## config.mk

```make
export PLATFORM = sky130hd
export DESIGN_NAME = out_piso_ctrl
export DESIGN_NICKNAME = d
export VERILOG_FILES = /design/src/rtl/out_piso_ctrl.sv
export SDC_FILE = /design/constraint.sdc
export NUM_CORES = 1
export LEC_CHECK = 0
export BUFFER_PORTS_ARGS = -buffer_cell sky130_fd_sc_hd__buf_2
export CORE_MARGIN = 2
export CORE_UTILIZATION = 45
export DETAILED_ROUTE_END_ITERATION = 7
export PLACE_DENSITY = 0.71
export SLEW_MARGIN = 15
export SYNTH_ARGS = -nofsm -noshare
export SYNTH_HDL_FRONTEND = slang
export SYNTH_SLANG_ARGS = --single-unit
```

## constraint.sdc

```tcl
create_clock -name clk -period 2.1 [get_ports clk]
set_input_delay 0.525 -clock clk [delete_from_list [all_inputs] [get_ports clk]]
set_output_delay 0.525 -clock clk [all_outputs]
set_load 0.02 [all_outputs]
```

## src/rtl/out_piso_ctrl.sv

```systemverilog
// out_piso_ctrl: captures LANES-wide activated batches and drains them lane 0 first on a DW-bit valid/ready stream.
// Latency: a load into an empty shift register is visible on dout/dout_valid right after the capturing edge; 1 element/cycle.
// Backpressure: dout/idx hold while dout_ready is low; one pending batch is buffered, a further load is dropped and flagged.
module out_piso_ctrl #(
  parameter int LANES = 4,
  parameter int DW    = 8
) (
  input  logic                clk,
  input  logic                reset,
  input  logic                enable,
  input  logic                clr,
  input  logic                load,
  input  logic                last,
  input  logic [LANES*DW-1:0] din,
  output logic [DW-1:0]       dout,
  output logic                dout_valid,
  input  logic                dout_ready,
  output logic                out_done,
  output logic                busy,
  output logic                overrun
);

  localparam int IW = (LANES > 1) ? $clog2(LANES) : 1;
  localparam logic [IW-1:0] LAST_IDX = IW'(LANES - 1);

  logic [LANES*DW-1:0] sr_q, sr_d, pb_q, pb_d;
  logic                sr_v_q, sr_v_d, sr_last_q, sr_last_d;
  logic                pb_v_q, pb_v_d, pb_last_q, pb_last_d;
  logic [IW-1:0]       idx_q, idx_d;
  logic                done_q, done_d;
  logic                ovr_q, ovr_d;
  logic                xfer;
  logic                load_pending;

  assign xfer       = sr_v_q & dout_ready;
  assign dout       = sr_q[idx_q*DW +: DW];
  assign dout_valid = sr_v_q;
  assign busy       = sr_v_q | pb_v_q;
  assign out_done   = done_q;
  assign overrun    = ovr_q;

  // Next-state: clear, then serial transfer / batch refill, then placement of any load not already consumed.
  always_comb begin
    sr_d         = sr_q;
    sr_v_d       = sr_v_q;
    sr_last_d    = sr_last_q;
    pb_d         = pb_q;
    pb_v_d       = pb_v_q;
    pb_last_d    = pb_last_q;
    idx_d        = idx_q;
    done_d       = done_q;
    ovr_d        = ovr_q;
    load_pending = 1'b0;
    if (enable) begin
      if (clr) begin
        // Data registers keep their contents; only the occupancy/status bits are cleared.
        sr_v_d = 1'b0;
        pb_v_d = 1'b0;
        idx_d  = '0;
        done_d = 1'b0;
        ovr_d  = 1'b0;
      end else begin
        load_pending = load;
        if (xfer) begin
          if (idx_q != LAST_IDX) begin
            idx_d = idx_q + 1'b1;
          end else begin
            idx_d = '0;
            if (sr_last_q) done_d = 1'b1;
            if (pb_v_q) begin
              sr_d      = pb_q;
              sr_last_d = pb_last_q;
              pb_v_d    = 1'b0;
            end else if (load) begin
              // Refill straight from din so back-to-back batches have no bubble.
              sr_d         = din;
              sr_last_d    = last;
              load_pending = 1'b0;
            end else begin
              sr_v_d = 1'b0;
            end
          end
        end
        if (load_pending) begin
          if (!sr_v_q) begin
            sr_d      = din;
            sr_v_d    = 1'b1;
            sr_last_d = last;
          end else if (!pb_v_d) begin
            // pb_v_d is low when pb was empty or is being moved into sr this cycle.
            pb_d      = din;
            pb_v_d    = 1'b1;
            pb_last_d = last;
          end else begin
            ovr_d = 1'b1;
          end
        end
      end
    end
  end

  // State registers; asynchronous reset zeros everything so all outputs read 0.
  always_ff @(posedge clk or negedge reset) begin
    if (!reset) begin
      sr_q      <= '0;
      sr_v_q    <= 1'b0;
      sr_last_q <= 1'b0;
      pb_q      <= '0;
      pb_v_q    <= 1'b0;
      pb_last_q <= 1'b0;
      idx_q     <= '0;
      done_q    <= 1'b0;
      ovr_q     <= 1'b0;
    end else begin
      sr_q      <= sr_d;
      sr_v_q    <= sr_v_d;
      sr_last_q <= sr_last_d;
      pb_q      <= pb_d;
      pb_v_q    <= pb_v_d;
      pb_last_q <= pb_last_d;
      idx_q     <= idx_d;
      done_q    <= done_d;
      ovr_q     <= ovr_d;
    end
  end

endmodule

```

### Yosys cells after proc, flatten, opt, wreduce, memory -nomap -nowiden

Cells that the tools add are included.

| word-level totals | value |
|---|---|
| bits in registers | 72 |
| bits of input ports | 39 |
| output and inout bits | 12 |
| logic and storage cells | 69 |

| operators by class | value |
|---|---|
| $add $sub $neg | 1 |
| equal/unequal tests | 2 |
| shift-type cells | 1 |
| mux-type cells | 42 |
| bitwise logic cells | 4 |
| reduce and logical (&&, ||, !) cells | 10 |

Operators with widths:

| operator | count |
|---|---|
| 2-to-1 mux 32 bit | 6 |
| 2-to-1 mux 1 bit | 33 |
| indexed part select 32 x 6 -> 8 bit | 1 |
| nonzero test 2 bit | 5 |
| AND reduction 4 bit | 2 |
| 2-to-1 mux 2 bit | 3 |
| AND reduction 5 bit | 1 |
| != test 2 bit (second input constant) | 2 |
| AND reduction 2 bit | 2 |
| adder 2 x 1 -> 2 bit (second input constant) | 1 |
| inverter 1 bit | 2 |
| AND 1 bit | 1 |
| bitwise OR 1 bit | 1 |

### Longest topological paths before layout

Gate-level depths: netlist of run 1.

| depth | value |
|---|---|
| word-level depth | 9 |
| depth in mapped cells | 6 |
| mapped depth without buffers | 5 |

### Worst setup path after synthesis of run 1

Ideal clock, no wire load.

| path | value |
|---|---|
| path type | register to output |
| start | register idx_q[0] |
| end | output dout[0] |
| arrival | 1.216 ns |
| data required time | 1.575 ns |
| path slack | 0.359 ns |
| stages on the path, launching flop included | 3 |
| buffers on the path | 1 |
| path through | dfrtp_1 -> buf_2 -> mux4_2 |

| between the ends | value |
|---|---|
| word-level cells in the longest chain between the ends | 1 |

RTL lines:

| item | line | source |
|---|---|---|
| start: declaration | 29 | `logic [IW-1:0] idx_q, idx_d;` |
| start signal: assignment | 121 | `idx_q <= idx_d;` |
| indexed part select 32 x 6 -> 8 bit | 36 | `assign dout = sr_q[idx_q*DW +: DW];` |
| end: declaration | 15 | `output logic [DW-1:0] dout,` |

No other way between the ends.

### Worst setup path in the final report of run 1

| path | value |
|---|---|
| start | register idx_q[0] |
| end | output dout[6] |

The elaborated chain is that of the path after synthesis.

==> results of run 1 <==
## cells in the mapped netlist (2+ instances only)
master	number	area, µm²
a21oi_1	5	25.0
and2_1	2	12.5
buf_2	7	35.0
buf_6	3	33.8
clkbuf_1	9	33.8
dfrtp_1	72	1800
ha_1	2	25.0
inv_1	5	18.8
mux2_2	3	33.8
mux2_4	30	450
mux4_2	8	180
nand2_1	5	18.8
nand3_1	2	10.0
o221a_2	31	349
o22ai_1	2	12.5
or3_1	32	200
## sequential cells by signal (all words and copies together), names as in the netlist
register	cells
sr_q	32
overrun	1
dout_valid	1
pb_q	32
sr_last_q	1
out_done	1
idx_q	2
pb_last_q	1
pb_v_q	1
## where the power goes
group | total, µW | internal, µW | switching, µW
registers | 2060 | 1810 | 252
clock network | 1230 | 700 | 526
logic | 1090 | 698 | 389
## placed cells by master, fill, tap and decap left out, types with 3 or more instances in the layout
cell type,n
inv_1,5
buf_2,45
mux2_4,30
mux2_2,3
o221a_2,31
a21oi_1,5
clkbuf_8,10
mux4_2,8
buf_6,6
nand2_1,5
buf_12,3
dfrtp_1,72
or3_1,32
buf_4,13
## per-layer routing
layer | routed length (µm) | global-route usage, % | up-vias
met5 | 0 | 0 | -
met4 | 99 | 7.20 | 0
met3 | 370 | 5.43 | 8
met2 | 3500 | 29.5 | 70
met1 | 3480 | 26.2 | 1172
li1 | - | - | 1038
## through the flow
| stage | utilization (%) | cell area (µm²) |
|---|---|---|
| after floorplan | - | 3400 |
| after global placement | 52.4 | 3820 |
| after detailed placement | 52.4 | 3820 |
| after CTS | 56.1 | 4090 |
| after global routing | 56.1 | 4090 |
| final | 56.1 | 4090 |
## timing repair
item                       4_1_cts  5_1_grt
setup endpoints to repair        8        8
gates resized for setup         11        0
setup buffers                    2        0
## final cells by class
cell class,instances,area [µm²],area share (%)
inverter,5,18.8,0.458
multi-input combinational,140,1480,36.1
clock buffer,11,141,3.45
sequential,72,1800,44.0
tap,99,124,3.03
clock inverter,5,80.1,1.96
timing repair buffer,67,450,11.0
## worst paths after layout
path                       cells past startpoint  startpoint       end
max in group asynchronous                      2       reset  sr_q[24]
min                                            2       reset   pb_q[3]
min in group clk                               2     din[10]  pb_q[10]
max                                            3    idx_q[0]   dout[6]
min reg2reg                                    1     pb_q[2]   pb_q[2]
max reg2reg                                    7    idx_q[0]  pb_q[31]
## critical path: stages (launching register included)
cell and delay (ns):
dfrtp_1 0.42, buf_6 0.17, mux4_2 0.54, buf_6 0.15
## cell families (layout without fill, tap and decap cells)
kind of cell,count (synthesis),after routing,synth area share (%)
compound gates,48,48,13.8
buf+inv,25,88,3.68
mux,41,41,19.6
flops,72,72,53.0
fa+ha+maj,2,2,0.736
simple gates,49,49,9.20
==> metrics.md, run 1 <==
| Metric | Value |
|---|---|
| Yosys cell types | 35 |
| Final Max Tran Viols | 0 |
| Pwr per Cell Area | 1070 nW/µm² |
| Static Leak | 0.00181 µW |
| Hold/Removal Path Class | input port to async pin |
| Least-Margin Pin Slew | 0.380 ns |
| Final Cycle Share | 103% |
| Top_reg_cell synth | dfrtp_1 |
| Setup_tns | -0.274 ns |
| I/O Buffers | 50 |
| FILL cells | ~630 |
| Hpwl dp | a little under 5000 µm |
| Congestion Overflow GR | 0 |
| R2R setup slack | 0.14 ns |
| CTS tree | done |
| Critical Path Fanout Max | 6 |
| Routed WL | 7450 µm |
| N_diodes | 0 |
| Fin nets | 336 |
| Slew HR | between 70% and 80% |
| Post-CTS Hold Buffers | 0 |
| Largest net degree at the start of global routing | 73 |
| CP required | 1.57 ns |
| Ys Warns | 0 |
| Core area | between 7000 and 8000 µm² |
| Synth Instances | 237 |
| Total number of H-tree levels | 3 |
| Rows | 31 |
| Number of flops mapped to enable cells by yosys | 0 |
| CTS max path bufs | 2 |
| Crit start category | flip-flop |
| TritonRoute pass-1 iters | 4 |
| GRT Util Overall | between 10% and 20% |
| Avg WL per Cell | 18.7 µm |
| Register area share after synthesis | 53.0% |
| Die extent in x | 90.9 µm |
| Vias per Instance | 5.73 |
| Placed insts | 381 |
| Vias in the first global route | around 2400 |
| Unrepaired setup endpoints after global routing | true |
| Dpl ws | 0.221 ns |
| Die extent in y | slightly above 90 µm |
| Synthesis-to-layout area growth | 20.5% |
| Post-Layout Cell Count | 399 |
| Clk_lat worst skew | 0.35 ns |
| CTS root buffer | clkbuf_8 |
| Layout cells sized above 1 | approximately 53% |
| Pwr Total | ~4400 µW |
| WP data arrival | 1.63 ns |
| GPL Wtd Cong | 0.773 |
| Max Clk Rate | 463 MHz |
| Setup violators final | 8 |
| Worst VDD drop | 0.535 mV |
| Worst setup margin | -0.0581 ns |
| Final hold violations | 0 |
| Failing checks | setup timing |
| Crit. End Element | output port |
| Critical path class | flip-flop to output port |
| Ys async rst share | 100% |
| Fin Clk Skew | about 0.0076 ns |
| CTS sink count | between 70 and 80 |
| Mean Syn Cell Area | 14.3 µm² |
| Post-route ant nets | 0 |
| Initial Util | a little under half |
| Post-Syn Nets | 278 |
| Initial antenna violation count | 0 |
| First-pass GRT wire length | between 10000 and 15000 µm |
| # DRC | 0 |
| Status | finished, violations left |
| Total die area | 8260 µm² |
| I/O pins | 51 |
| Synth Cell Area | 3400 µm² |
| Hold slack final | 0.197 ns |
| Number of max-cap violations | 0 |
| Initial DRC count | 227 |
| Clock slew at reported path FFs | 0.07 ns |
| Register bit total from synthesis | 72 |
| TritonCTS buffer count | 9 |
| Final Critical Period | 2.16 ns |
| Vias | 2288 |
Note: power is estimated with default switching activity, not from simulation.
==> run 2: changes to the inputs <==
Settings changed: ABC_AREA set to 1, PLACE_DENSITY 0.71 to 0.7.
==> metrics.md, run 2 <==
| Metric | Value |
|---|---|
| Most frequent cells in the layout | nand2_1 (272), nand3_1 (103), nor2_1 (85) |
| Clock slew at reported path FFs | roughly 0.08 ns |
| Yosys cell types | 26 |
| I/O Buffers | 50 |
| Register bit total from synthesis | 72 |
| Post-route ant nets | 0 |
| Fin nets | 808 |
| CTS root buffer | clkbuf_8 |
| CTS sink count | between 70 and 80 |
| Layout cells sized above 1 | 13.2% |
| Register area share after synthesis | 37.8% |
| Commonest non-fill, non-tap cell in the layout | nand2_1 |
| Initial Util | 46.2% |
| Slew HR | 65.1% |
| Hold/Removal Path Class | input port to async pin |
| Post-Layout Cell Count | 908 |
| Final Critical Period | 2.09 ns |
| Top cells by count, synth | nand2_1 (272), nand3_1 (104), nor2_1 (85) |
| Congestion Overflow GR | 0 |
| Critical path class | flip-flop to output port |
| Yosys top cell area share | 37.8% |
| Die extent in y | 107 µm |
| Most common cell in the synthesized netlist | nand2_1 |
| Setup violators final | 0 |
| Number of flops mapped to enable cells by yosys | 0 |
| GPL Wtd Cong | 0.914 |
| Ys async rst share | 100% |
| Pwr per Cell Area | 855 nW/µm² |
| TritonRoute pass-1 iters | 8 |
| Worst VDD drop | 0.441 mV |
| Max Clk Rate | 478 MHz |
| Biggest area consumer among synthesized cells | dfrtp_1 |
| Vias | 5021 |
| Top_reg_cell synth | dfrtp_1 |
| Met3 WL | about 760 µm |
| Synth Cell Area | 4770 µm² |
| Number of max-cap violations | 0 |
| Ys Warns | 0 |
| Routed WL | 13700 µm |
| Top area cells in the synthesized netlist | dfrtp_1 (38%), nand2_1 (21%), nand3_1 (11%), nor2_1 (6.7%), nand4_1 (4.5%) |
| I/O pins | 51 |
| Post-Syn Nets | 779 |
| Crit. End Element | output port |
| Failing checks | DRC |
| Crit start category | flip-flop |
| Least-Margin Pin Slew | 0.523 ns |
| CP required | 1.57 ns |
| Status | finished, violations left |
| GRT Util Overall | 25.4% |
| First-pass GRT wire length | 23300 µm |
| N_diodes | 0 |
| # DRC | 1 |
| Mean Syn Cell Area | 6.46 µm² |
| Post-CTS Hold Buffers | 0 |
| TritonCTS buffer count | 9 |
| Static Leak | between 0.002 and 0.003 µW |
| CTS tree | done |
| Total die area | 11400 µm² |
| Final hold violations | 0 |
| Core area | 10300 µm² |
| Setup_tns | 0 ns |
| R2R setup slack | roughly 0.25 ns |
| Clk_lat worst skew | 0.35 ns |
| Largest net degree at the start of global routing | 67 |
| Vias in the first global route | 4738 |
| Critical Path Fanout Max | 11 |
| Met1 wire length | 6160 µm |
| Final Max Tran Viols | 0 |
| WP data arrival | 1.57 ns |
| Unrepaired setup endpoints after global routing | true |
| Synthesis-to-layout area growth | 13.4% |
| Synth Instances | 738 |
| CTS max path bufs | 2 |
| Wire length on met2 | around 6600 µm |
| Fin Clk Skew | 0.00981 ns |
| Placed insts | 889 |
| Initial DRC count | 486 |
| Hpwl dp | 8910 µm |
| Final Cycle Share | 99.6% |
| Die extent in x | 107 µm |
| Avg WL per Cell | 15.1 µm |
| Vias per Instance | 5.53 |
| Initial antenna violation count | 0 |
| Total number of H-tree levels | 3 |
| Top flop regs | pb_q (32), sr_q (32), idx_q (2) |
| Rows | 37 |
| Top sig layer | met4 |
run 2: final timing paths:
check | from | end | cells after the start
setup / recovery | idx_q[0] | dout[6] | 5
hold / removal | reset | pb_q[24] | 1
setup reg to reg | idx_q[0] | pb_q[11] | 8
hold reg to reg | pb_q[8] | pb_q[8] | 2
max in group asynchronous | reset | idx_q[1] | 2
min in group clk | din[0] | pb_q[0] | 3
run 2: kinds of logic after synthesis:
| logic type | Yosys count | share of synthesized area [%] |
|---|---|---|
| DFF | 72 | 37.8 |
| buffers and inverters | 96 | 8.94 |
| AOI/OAI and AO/OA | 66 | 7.42 |
| and+or+nand+nor | 502 | 45.3 |
| adders and majority gates | 2 | 0.524 |
run 2: per-layer routing:
layer,GRT usage [%],vias up
li1,-,2450
met1,34.6,2366
met5,0,-
met3,3.10,20
met2,41.4,185
met4,9.83,0
run 2: critical path, stage by stage (launching register included):
cell        delay [ns]
dfrtp_2           0.46
clkinvlp_4        0.11
buf_6             0.15
nor2_1            0.05
o22ai_1           0.24
buf_2             0.21
run 2: repair_timing:
action / 4_1_cts / 5_1_grt
pin swaps: 1 / 0
resized for setup: 6 / 8
setup buffers: 2 / 1
endpoints found under the setup margin: 8 / 9
cloned: 0 / 0
run 2: report_power, final:
group / switching [µW] / internal (µW)
clock network: 545 / 767
logic: 812 / 500
registers: 291 / 1710
total: 1650 / 2980
run 2: per-stage QoR:
stage	utilization, %	total power (µW)	cell area, µm²	hold slack (ns)	worst slack [ns]
after floorplan	-	2790	4770	0.229	0.264
after global placement	49.5	3200	5110	0.465	0.310
after detailed placement	49.5	3260	5110	0.470	0.196
after CTS	52.2	4610	5390	0.116	0.00340
after global routing	52.4	4910	5410	0.124	-0.0336
final	52.4	4620	5410	0.110	0.00889
run 2: layout make-up:
type,instances,area [µm²]
fill,1016,4910
multi-input combinational,570,2550
sequential,72,1800
timing repair buffer,70,472
tap,136,170
inverter,44,169
clock buffer,12,165
clock inverter,4,75.1
==> run 3: changes to the inputs <==
Settings changed: CAP_MARGIN set to 20, CTS_BUF_LIST set to sky130_fd_sc_hd__clkbuf_16.
==> metrics.md, run 3 (same netlist as run 2, synthesis figures left out) <==
| Metric | Value |
|---|---|
| DP Area | 5110 µm² |
| Layout Utilization | 52.9% |
| Die extent in x | approximately 110 µm |
| Fin nets | 807 |
| Die extent in y | 107 µm |
| Critical path class | flip-flop to output port |
| Unrepaired setup endpoints after global routing | false |
| Vias per Instance | approximately 5.6 |
| CTS tree | done |
| TritonRoute pass-1 iters | 8 |
| I/O pins | 51 |
| Final Critical Period | 2.09 ns |
| Least-Margin Pin Slew | around 0.52 ns |
| Final Cycle Share | 99.7% |
| Fin Clk Skew | roughly 0.0045 ns |
| Total number of H-tree levels | 3 |
| Status | finished clean |
| Worst path cell trace | clkinvlp_4, buf_4, nor2_1, o22ai_1, buf_2 |
| Vias in the first global route | 4795 |
| Crit path buf inv count | 3 |
| TritonCTS buffer count | 9 |
| Worst VDD drop | 0.686 mV |
| N_diodes | 0 |
| Hpwl dp | 8910 µm |
| CP peak stage delay | 0.45 ns |
| Most frequent cells in the layout | nand2_1 (272), nand3_1 (103), nor2_1 (85) |
| Setup_tns | 0 ns |
| Final hold violations | 0 |
| Layout cells sized above 1 | 12.7% |
| Commonest non-fill, non-tap cell in the layout | nand2_1 |
| Post-route ant nets | 0 |
| CTS max path bufs | 2 |
| Synthesis-to-layout area growth | 14.5% |
| Worst path top cell family by delay | buffers and inverters |
| Routed WL | 13700 µm |
| Global route hottest layer | met2 |
| Largest net degree at the start of global routing | 67 |
| Static Leak | 0.00301 µW |
| Max Clk Rate | 478 MHz |
| Clk_lat worst skew | 0.33 ns |
| Pwr per Cell Area | 898 nW/µm² |
| Avg WL per Cell | 15.1 µm |
| CP required | 1.57 ns |
| Initial Util | 46.2% |
| Congestion Overflow GR | 0 |
| Vias | 5041 |
| Rows | 37 |
| Top flop regs | pb_q (32), sr_q (32), idx_q (2) |
| Clock slew at reported path FFs | about 0.060 ns |
| Met1 GRT Util | 33.3% |
| First-pass GRT wire length | 23300 µm |
| Final instance area | between 5000 and 6000 µm² |
| CP max stage cell | dfrtp_2 |
| GPL Wtd Cong | 0.914 |
| I/O Buffers | 50 |
| Post-CTS Hold Buffers | 0 |
| Initial antenna violation count | 0 |
| Met2 usage | 41.5% |
| Total die area | 11400 µm² |
| Hold slack final | 0.136 ns |
| WP data arrival | 1.57 ns |
| GRT Util Overall | between 20 and 30% |
| Crit. End Element | output port |
| Initial DRC count | approximately 430 |
| Final Max Tran Viols | 0 |
| Number of max-cap violations | 0 |
| Setup violators final | 0 |
| Core area | 10300 µm² |
| Slew HR | 65.1% |
| CTS sink count | 72 |
| Critical Path Fanout Max | 11 |
| Hold/Removal Path Class | input port to async pin |
| # DRC | 0 |
| Met3 Use GR | 4.38% |
| CTS root buffer | clkbuf_16 |
| Crit start category | flip-flop |
## run 3: cell count changes in the layout (fill, tap and decap cells not counted)
cell,change
clkbuf_8,-12
o21ai_0,+1
buf_6,-1
buf_2,+2
o21ai_1,-1
clkinv_1,+3
buf_4,-2
clkbuf_16,+9
## run 3: cell type report
type | instances | area, µm²
fill | 1012 | 4860
inverter | 44 | 169
tap | 136 | 170
sequential | 72 | 1800
clock buffer | 9 | 225
multi-input combinational | 570 | 2550
clock inverter | 7 | 86.3
timing repair buffer | 69 | 455
## run 3: per-layer routing
metal	part of all wire [%]	wire [µm]
met5	0	0
met4	1.8	245
met3	6.5	896
met2	48	6570
met1	44	5980
## run 3: what timing repair did
item | CTS | global route
setup buffers | 2 | 0
pin swaps | 0 | 1
endpoints found under the setup margin | 8 | 10
gates resized for setup | 2 | 8
## run 3: worst paths after layout
kind                       depth (start not counted)  endpoint  slack, ns      from
setup / recovery                                   5   dout[7]      0.006  idx_q[0]
hold / removal                                     1  pb_q[24]       0.14     reset
setup reg to reg                                   6  pb_q[11]       0.26  idx_q[1]
hold reg to reg                                    2   pb_q[8]       0.48   pb_q[8]
max in group asynchronous                          2  idx_q[1]       1.37     reset
min in group clk                                   3   pb_q[0]       0.42    din[0]
## run 3: report_power, final
group	switching, µW	total (µW)	internal [µW]
combinational	807	1290	483
clock	591	1620	1030
sequential	288	2000	1710
## run 3: worst reg2reg max path: stages (launching register included)
cell	delay [ns]
dfrtp_2	0.46
ha_1	0.27
nand4_4	0.24
nand2_4	0.25
buf_4	0.32
o21ai_0	0.16
nand2_1	0.07
## run 3: metrics by stage
stage	std cells	worst slack, ns	total power (µW)
floorplan	738	0.264	2790
global placement	889	0.310	3200
detailed placement	889	0.196	3260
CTS	907	0.00843	4890
global route	907	0.00138	5210
finish	907	0.00582	4910
